--- src/rtl/fft_peak_picker.sv ---
// fft_peak_picker: streaming top-N local-maximum picker over one FFT magnitude frame,
// result table sorted by descending magnitude and released under valid/ready.
module fft_peak_picker #(
  parameter int DATA_W    = 32,
  parameter int IDX_W     = 10,
  parameter int FRAME_LEN = 1024,
  parameter int NUM_PEAKS = 4
) (
  input  logic                          clk,
  input  logic                          reset_n,
  input  logic [DATA_W-1:0]             s_mag_tdata,
  input  logic                          s_mag_tvalid,
  input  logic                          s_mag_tlast,
  output logic                          s_mag_tready,
  input  logic [IDX_W-1:0]              cfg_bin_lo,
  input  logic [IDX_W-1:0]              cfg_bin_hi,
  input  logic [DATA_W-1:0]             cfg_threshold,
  output logic                          m_peak_valid,
  input  logic                          m_peak_ready,
  output logic [NUM_PEAKS*DATA_W-1:0]   m_peak_val,
  output logic [NUM_PEAKS*IDX_W-1:0]    m_peak_idx,
  output logic [3:0]                    m_peak_count,
  output logic                          m_frame_err
);
  typedef enum logic [1:0] {COLLECT, FLUSH, RESULT} state_t;
  state_t r_state, w_next_state;
  logic [IDX_W-1:0]  r_k, r_cur_idx, r_lo, r_hi;
  logic [DATA_W-1:0] r_prev, r_cur, r_thr;
  logic [DATA_W-1:0] r_val [NUM_PEAKS];
  logic [IDX_W-1:0]  r_idx [NUM_PEAKS];
  logic [DATA_W-1:0] w_ins_val [NUM_PEAKS];
  logic [IDX_W-1:0]  w_ins_idx [NUM_PEAKS];
  logic [NUM_PEAKS-1:0] w_gt;
  logic [3:0] r_cnt;
  logic r_err;
  logic w_acc, w_k_end, w_last, w_eval, w_hit, w_take;
  logic [DATA_W-1:0] w_nbr;
  always_ff @(posedge clk or negedge reset_n)
    if (!reset_n) r_state <= COLLECT;
    else r_state <= w_next_state;
  always_comb begin
    s_mag_tready = r_state == COLLECT;
    m_peak_valid = r_state == RESULT;
    w_next_state = (r_state == COLLECT && w_last) ? FLUSH :
                   (r_state == FLUSH)             ? RESULT :
                   (r_state == RESULT && m_peak_ready) ? COLLECT : r_state;
  end
  assign w_acc   = s_mag_tvalid & s_mag_tready;
  assign w_k_end = r_k == IDX_W'(FRAME_LEN - 1);
  assign w_last  = w_acc & (s_mag_tlast | w_k_end);
  assign w_take  = m_peak_valid & m_peak_ready;
  // bin k is judged when bin k+1 arrives; the frame's last bin is judged in FLUSH against a zero neighbour
  assign w_eval  = (w_acc && r_k != '0) || r_state == FLUSH;
  assign w_nbr   = (r_state == FLUSH) ? '0 : s_mag_tdata;
  assign w_hit   = w_eval && r_cur > r_prev && r_cur >= w_nbr && r_cur >= r_thr &&
                   r_cur_idx >= r_lo && r_cur_idx <= r_hi;
  // strict compare keeps earlier bins above later equal ones
  always_comb begin
    for (int i = 0; i < NUM_PEAKS; i++) w_gt[i] = r_cur > r_val[i];
    w_ins_val[0] = w_gt[0] ? r_cur : r_val[0];
    w_ins_idx[0] = w_gt[0] ? r_cur_idx : r_idx[0];
    for (int i = 1; i < NUM_PEAKS; i++) begin
      w_ins_val[i] = w_gt[i-1] ? r_val[i-1] : w_gt[i] ? r_cur : r_val[i];
      w_ins_idx[i] = w_gt[i-1] ? r_idx[i-1] : w_gt[i] ? r_cur_idx : r_idx[i];
    end
  end
  always_ff @(posedge clk or negedge reset_n) begin
    if (!reset_n) begin
      r_k <= '0;
      r_cur_idx <= '0;
      r_prev <= '0;
      r_cur <= '0;
      r_lo <= '0;
      r_hi <= '0;
      r_thr <= '0;
      r_cnt <= '0;
      r_err <= 1'b0;
      for (int i = 0; i < NUM_PEAKS; i++) begin
        r_val[i] <= '0;
        r_idx[i] <= '0;
      end
    end else begin
      if (w_acc) begin
        r_prev <= (r_k == '0) ? '0 : r_cur;
        r_cur <= s_mag_tdata;
        r_cur_idx <= r_k;
        r_k <= w_last ? '0 : r_k + IDX_W'(1);
      end
      if (w_acc && r_k == '0) begin
        r_lo <= cfg_bin_lo;
        r_hi <= cfg_bin_hi;
        r_thr <= cfg_threshold;
      end
      if (w_last) r_err <= s_mag_tlast != w_k_end;
      if (w_hit) begin
        r_val <= w_ins_val;
        r_idx <= w_ins_idx;
        r_cnt <= r_cnt + {3'b000, r_cnt != 4'(NUM_PEAKS)};
      end
      if (w_take) begin
        r_cnt <= '0;
        r_err <= 1'b0;
        for (int i = 0; i < NUM_PEAKS; i++) begin
          r_val[i] <= '0;
          r_idx[i] <= '0;
        end
      end
    end
  end
  for (genvar i = 0; i < NUM_PEAKS; i++) begin : g_out
    assign m_peak_val[i*DATA_W +: DATA_W] = r_val[i];
    assign m_peak_idx[i*IDX_W +: IDX_W]   = r_idx[i];
  end
  assign m_peak_count = r_cnt;
  assign m_frame_err  = r_err;
endmodule

--- config.mk ---
export PLATFORM = sky130hd
export DESIGN_NAME = fft_peak_picker
export DESIGN_NICKNAME = d
export VERILOG_FILES = /design/src/rtl/fft_peak_picker.sv
export SDC_FILE = /design/constraint.sdc
export NUM_CORES = 1
export LEC_CHECK = 0
export BUFFER_PORTS_ARGS = -buffer_cell sky130_fd_sc_hd__buf_2
export CORE_ASPECT_RATIO = 2
export CORE_UTILIZATION = 50
export DETAILED_ROUTE_END_ITERATION = 6
export GPL_TIMING_DRIVEN = 0
export MAX_ROUTING_LAYER = met4
export PLACE_DENSITY = 0.71
export SLEW_MARGIN = 20
export SYNTH_ARGS = -nofsm -noshare
export SYNTH_HDL_FRONTEND = slang
export SYNTH_SLANG_ARGS = --single-unit
--- constraint.sdc ---
create_clock -name clk -period 9.64 [get_ports clk]
set_input_delay 0.964 -clock clk [delete_from_list [all_inputs] [get_ports clk]]
set_output_delay 0.964 -clock clk [all_outputs]
set_load 0.02 [all_outputs]
==> metrics.cfg, run 1 <==
[run_status]
outcome = finished, final reports clean

[setup_path]
start_kind = flop
path_class = reg2reg
startpoint = r_state[0]$_DFFE_PN0P_
r2r_slack_ps = 4550
crit_end = m_peak_val[83]$_DFFE_PN0P_
cp_max_fo = 10
ff2ff_path_depth = 15
worst_ep_arrival_time_ps = 5530
worstReg2RegEnd = m_peak_val[83]$_DFFE_PN0P_
critPathCaptureType = flop
crit_required_ps = 10090
reg2reg_from = r_state[0]$_DFFE_PN0P_

[die]
die-area_sq_um = 41000
io_pins = 264
die_y_microns = 285
rows = 103
core_sq_um = 39600
start_util = 0.507
die_x_microns = 144

[min_path]
hold_path.class = in2async

[logic_synthesis]
synth_edf_count = 0
syn-num-nets = 2466
syn_inst = 2127
synthFlopType = dfrtp_1
syn_avg_cell_area_sq_um = 9.44
synthTopCellsByArea = dfrtp_1 39%, ha_1 16%, mux2i_1 6.8%
ys_warn_count = 0
synth_top_area_share = 0.388
ys_seq_area_frac = 0.388
ys_types = 63
syn_area_sq_um = 20100
synth_seq_cells = 311
async_reset_ff_frac = 1.00
yosysTopAreaCell = dfrtp_1

[cts]
cts_root_buf = clkbuf_16
htree_levels = 2
post_cts.repair.setup_buffers = 0
clk_pin_slew_worst_paths_ps = 60
tritoncts = done
worstSkewPairLatency_ps = 550
holdBufCountCts = 0
cts_resized = 0
cts_buffers = 34
clock_sinks = 311
clockBufferDepth = 3

[drt]
vias = 17700
drc_errors = 0
avgViaCountPerCell = 5.95
routed_wl_mm = 67.9
ant_nets = 0
drtIter0Drc = 1088
routedWlPerCell_microns = 22.8
firstDrtPassIters = 5

[final_layout]
stdcell_count = 2979
fin_area_sq_um = 23300
nNetsFinal = 2769
layout-drive-gt1-share = 0.193
final_util = 0.589
final_cell_mix = 347 x nand2_1, 311 x dfrtp_1, 282 x buf_2
nFillCells = 3563
final_common_cell = nand2_1
n_antenna_cell = 0
seqCellArea_sq_um = 7780
syn2layout_area_growth_pct = 16.0
multi_input_area_sq_um = 10900

[sta]
whs_ps = 340
finalSetupViolCount = 0
max_slew_margin = 0.329
rsz0062_at_grt = false
worst_pin_slew_ps = 1010
hold_viol_final = 0
skew_ps = 24.9
finalCriticalPeriod_ps = 5090
layout_setup_ws_ps = 4550
slew_violations = 0
fin_crit_sh = 0.528
tns_ps = 0
fmax_mhz = 197

[power_and_ir_drop]
clkPwrFrac = 0.186
switchingPower_mw = 3.52
peakVddDrop_v = 0.000198
leakagePower_nw = 11.9
combPwrFrac = 0.546
p_sw_frac = 0.479
p_total_mw = 7.34
p_int_mw = 3.82
p_seq_frac = 0.268
p_per_area_nw_per_um2 = 315

[placed_design]
portBuffers = 263
place_area_sq_um = 22100
place.gp.congestion = 0.946
dp.cells = 2919
place_ws_ps = 4540
detailed_place_hpwl_mm = 52.3

[global_routing]
grt_pass1_wl_mm = 104
grtUsageTotal = 0.348
grt_pass1_vias = 18500
grt_antenna_before_repair = 0
grt_max_degree = 94
gr-total-overflow = 0

[run]
cap_violations = 0

-- state kept, by name, summed over array words and instances, names as in the netlist --
signal,flops
r_prev,32
m_peak_idx,40
m_frame_err,1
r_cur,32
r_state,2
r_hi,10
m_peak_val,128
r_k,10
r_lo,10
r_thr,32
r_cur_idx,10
m_peak_count,4
-- power by group through the flow --
stage / logic (mW) / clock network (mW) / registers [mW]
6_report: 4.01 / 1.37 / 1.97
3_3_place_gp: 3.80 / 0 / 1.97
4_1_cts: 3.96 / 1.38 / 1.95
2_1_floorplan: 2.79 / 0 / 1.78
5_1_grt: 4.38 / 1.43 / 1.99
3_5_place_dp: 3.94 / 0 / 1.98
-- final cells by class --
| class | instances | area share |
|---|---|---|
| buffer | 111 | 0.0241 |
| clock buffer | 44 | 0.0407 |
| clock inverter | 16 | 0.00806 |
| inverter | 227 | 0.0366 |
| multi-input combinational | 1478 | 0.467 |
| sequential | 311 | 0.334 |
| tap | 525 | 0.0282 |
| timing repair buffer | 267 | 0.0607 |
-- per-layer routing --
| metal | share of wire | GRT usage | vias to the layer above |
|---|---|---|---|
| met1 | 0.35 | 0.357 | 8646 |
| met3 | 0.053 | 0.0465 | 248 |
| met2 | 0.52 | 0.609 | 695 |
| li1 | - | - | 8135 |
| met4 | 0.076 | 0.236 | 0 |
| met5 | 0 | - | - |
-- worst max-delay path: stages, from the launching register on --
cell and delay (ps):
dfrtp_1 400, nand2b_1 80, clkbuf_1 520, clkbuf_1 480, nand2_1 110, ha_1 310, nand2_1 50, o21ai_0 250
a21oi_1 150, o21ai_0 610, a21oi_1 230, nor4_2 640, buf_4 380, nand2_2 280, buf_4 300, mux2i_1 200
-- worst min path at each step --
stage	end	slack [ps]	cells after the start
finish	m_peak_idx[35]$_DFFE_PN0P_	340	1
CTS	r_hi[8]$_DFFE_PN0P_	360	1
floorplan	r_prev[0]$_DFFE_PN0P_	460	2
detailed placement	r_prev[0]$_DFFE_PN0P_	480	2
global route	r_hi[8]$_DFFE_PN0P_	380	1
global placement	r_prev[0]$_DFFE_PN0P_	470	2
-- cells by family (layout without fill, tap and decap cells) --
kind of cell | after synthesis | after routing | synth area share
XOR/XNOR | 4 | 4 | 0.00175
AND/OR/NAND/NOR | 613 | 613 | 0.136
multiplexers | 190 | 190 | 0.0981
flip-flops | 311 | 311 | 0.388
AO/OA/AOI/OAI | 421 | 421 | 0.151
adder cells (fa/ha/maj) | 250 | 250 | 0.156
buffers and inverters | 338 | 665 | 0.0704
-- synthesized netlist by cell type (3+ instances only) --
library cell,count
nand2_1,347
dfrtp_1,311
ha_1,250
inv_1,227
mux2i_1,137
a21oi_1,118
nand3_1,100
o31ai_1,65
nor2_1,64
clkbuf_1,60
o21ai_0,59
mux2_2,53
a221oi_2,39
nand4_1,38
o22ai_1,32
a21o_1,22
a211oi_1,21
buf_4,21
buf_2,19
a221oi_1,11
nor2b_1,10
and4_1,9
nor3_1,9
o21a_1,9
o21bai_1,9
o211ai_1,8
a221o_1,6
buf_6,5
nand2b_1,5
and2_0,4
buf_1,4
nor4_1,4
or4_1,4
a21boi_0,3
and2_1,3
or3_1,3
Power figures use the tool's default switching activity.
==> run 2: changes to the inputs <==
--- a/config.mk
+++ b/config.mk
@@ -11,7 +11,7 @@
 export DETAILED_ROUTE_END_ITERATION = 6
 export GPL_TIMING_DRIVEN = 0
 export MAX_ROUTING_LAYER = met4
-export PLACE_DENSITY = 0.71
+export PLACE_DENSITY = 0.73
 export SLEW_MARGIN = 20
 export SYNTH_ARGS = -nofsm -noshare
 export SYNTH_HDL_FRONTEND = slang
==> constraint.sdc (replaced) <==
create_clock -name clk -period 4.1 [get_ports clk]
set_input_delay 0.41 -clock clk [delete_from_list [all_inputs] [get_ports clk]]
set_output_delay 0.41 -clock clk [all_outputs]
set_load 0.02 [all_outputs]
==> run 2 against run 1 <==
Compared with the run above: clock skew rose by 19 ps; largest power group unchanged; the flow now finishes with violations (negative setup slack); flip-flop and latch count did not move; global-route usage down 0.30 points; count of clock-buffer cells in the layout grew 4; sequential share of layout area fell by 0.10 points; first-iteration DRC count is 14% lower.
==> metrics.cfg, run 2 (synthesis results as in run 1) <==
[run_status]
outcome = complete, but fails checks  ; was finished, final reports clean
failed_checks = negative setup slack

[die]
die_x_microns = 144  ; unchanged
io_pins = 264  ; unchanged
start_util = 0.507  ; unchanged
core_sq_um = 39600  ; unchanged
die_y_microns = 285  ; unchanged
rows = 103  ; unchanged
die-area_sq_um = 41000  ; unchanged

[global_routing]
grt_antenna_before_repair = 0  ; unchanged
gr-total-overflow = 0  ; unchanged
grt_pass1_wl_mm = 103  ; was 104 mm
grt_pass1_vias = 18300  ; was 18,500
grtUsageTotal = 0.345  ; was 0.348
grt_max_degree = 90  ; was 94

[sta]
slew_violations = 0  ; unchanged
skew_ps = 44.4  ; was 24.9 ps
worst_pin_slew_ps = 1010  ; about the same
rsz0062_at_grt = false  ; unchanged
finalCriticalPeriod_ps = 4100  ; was 5090 ps
max_slew_margin = 0.330  ; was 0.329
finalSetupViolCount = 1  ; was 0
hold_viol_final = 0  ; unchanged
layout_setup_ws_ps = -3.49  ; was 4550 ps
fmax_mhz = 244  ; was 197 MHz
fin_crit_sh = 1.00  ; was 0.528

[cts]
cts_root_buf = clkbuf_16  ; unchanged
cts_buffers = 34  ; unchanged
clockBufferDepth = 3  ; unchanged
worstSkewPairLatency_ps = 570  ; was 550 ps
htree_levels = 2  ; unchanged
tritoncts = done  ; unchanged
clock_sinks = 311  ; unchanged
clk_pin_slew_worst_paths_ps = 60  ; about the same

[power_and_ir_drop]
leakagePower_nw = 11.9  ; about the same
p_total_mw = 17.4  ; was 7.34 mW
p_per_area_nw_per_um2 = 743  ; was 315 nW/um^2
peakVddDrop_v = 0.000493  ; was 0.000198 V

[setup_path]
path_class = reg2reg  ; unchanged
crit_required_ps = 4550  ; was 10,090 ps
reg2reg_from = r_cur_idx[7]$_DFFE_PN0P_  ; was r_state[0]$_DFFE_PN0P_
ff2ff_path_depth = 11  ; was 15
crit_end = m_peak_val[70]$_DFFE_PN0P_  ; was m_peak_val[83]$_DFFE_PN0P_
startpoint = r_cur_idx[7]$_DFFE_PN0P_  ; was r_state[0]$_DFFE_PN0P_
worst_ep_arrival_time_ps = 4550  ; was 5530 ps
start_kind = flop  ; unchanged
critPathCaptureType = flop  ; unchanged
worstReg2RegEnd = m_peak_val[70]$_DFFE_PN0P_  ; was m_peak_val[83]$_DFFE_PN0P_
cp_max_fo = 10  ; unchanged
r2r_slack_ps = -3  ; was 4550 ps

[final_layout]
n_antenna_cell = 0  ; unchanged
layout-drive-gt1-share = 0.200  ; was 0.193
largest_register_ffs = 128  ; unchanged
seqCellArea_sq_um = 7790  ; was 7780 sq um
final_util = 0.591  ; was 0.589
multi_input_area_sq_um = 10900  ; about the same
final_cell_mix = 346 x nand2_1, 307 x dfrtp_1, 282 x buf_2  ; was 347 x nand2_1, 311 x dfrtp_1, 282 x buf_2
syn2layout_area_growth_pct = 16.4  ; was 16.0%
final_common_cell = nand2_1  ; unchanged
nNetsFinal = 2771  ; was 2,769
nFillCells = 3490  ; was 3,563

[placed_design]
portBuffers = 263  ; unchanged
place_ws_ps = -1150  ; was 4540 ps
detailed_place_hpwl_mm = 52.3  ; about the same
place.gp.congestion = 0.978  ; was 0.946

[drt]
ant_nets = 0  ; unchanged
drc_errors = 0  ; unchanged
routedWlPerCell_microns = 22.7  ; was 22.8 microns
firstDrtPassIters = 6  ; was 5
routed_wl_mm = 67.7  ; was 67.9 mm
avgViaCountPerCell = 5.95  ; about the same
vias = 17700  ; about the same
drtIter0Drc = 941  ; was 1,088

[min_path]
hold_path.class = in2reg  ; was in2async

[run]
cap_violations = 0  ; unchanged

==> run 2: changes by cell type in the layout (fill, tap and decap cells not counted), sizes merged <==
| cell | change |
|---|---|
| buf | +2 |
| bufinv | -1 |
| clkbuf | +3 |
| clkinv | -2 |
| dlygate4sd3 | +1 |
| inv | +1 |
==> run 2: per-stage QoR <==
stage	instance area (sq um)	TNS, ps	hold WS [ps]	std cells
2_1_floorplan	20100	0	114	2127
3_3_place_gp	22000	-1184350	471	2915
3_5_place_dp	22100	-164780	444	2919
4_1_cts	23400	0	57.8	2983
5_1_grt	23400	0	76.2	2983
6_report	23400	-3.49	77.4	2983
==> run 2: critical path: stages, from the launching register on <==
cell and delay, ps:
dfrtp_1 630, ha_1 340, a211o_1 320, a21oi_1 190
nand2_1 80, o31ai_1 560, nand4_1 380, nor4_4 470
buf_4 310, nand2_2 250, buf_4 290, mux2i_1 190
==> run 2: layout make-up <==
class                      count  area share
clock buffer                  48      0.0421
timing repair buffer         270      0.0616
multi-input combinational   1478       0.467
clock inverter                14     0.00717
tap                          525      0.0281
buffer                       110      0.0241
inverter                     227      0.0365
sequential                   311       0.333
==> run 2: metal layers <==
metal  part of all wire  global-route usage  up-vias
met4              0.095               0.286        0
met1               0.35               0.350     8645
met3              0.050              0.0460      253
met5                  0                   -        -
met2               0.51               0.584      718
li1                   -                   -     8128
==> run 2: report_power, final <==
part,switching [mW],internal (mW),total (mW)
Combinational,5.91,3.62,9.53
Clock,1.38,1.83,3.21
Sequential,1.03,3.59,4.62
==> run 2: repair_timing <==
action,CTS,global route
setup buffers,2,0
endpoints found under the hold margin,80,0
gates resized for setup,13,7
pin swaps,1,0
gates cloned,0,0
hold buffers,1,0
setup endpoints to repair,172,81
==> run 2: worst min-delay path by stage <==
stage | start | endpoint | cells after the start
floorplan | reset_n | m_frame_err$_DFFE_PN0P_ | 0
global placement | r_prev[0]$_DFFE_PN0P_ | r_prev[0]$_DFFE_PN0P_ | 2
detailed placement | reset_n | m_peak_idx[35]$_DFFE_PN0P_ | 1
CTS | cfg_bin_lo[0] | r_lo[0]$_DFFE_PN0P_ | 2
global route | cfg_bin_lo[7] | r_lo[7]$_DFFE_PN0P_ | 2
finish | cfg_bin_lo[0] | r_lo[0]$_DFFE_PN0P_ | 2
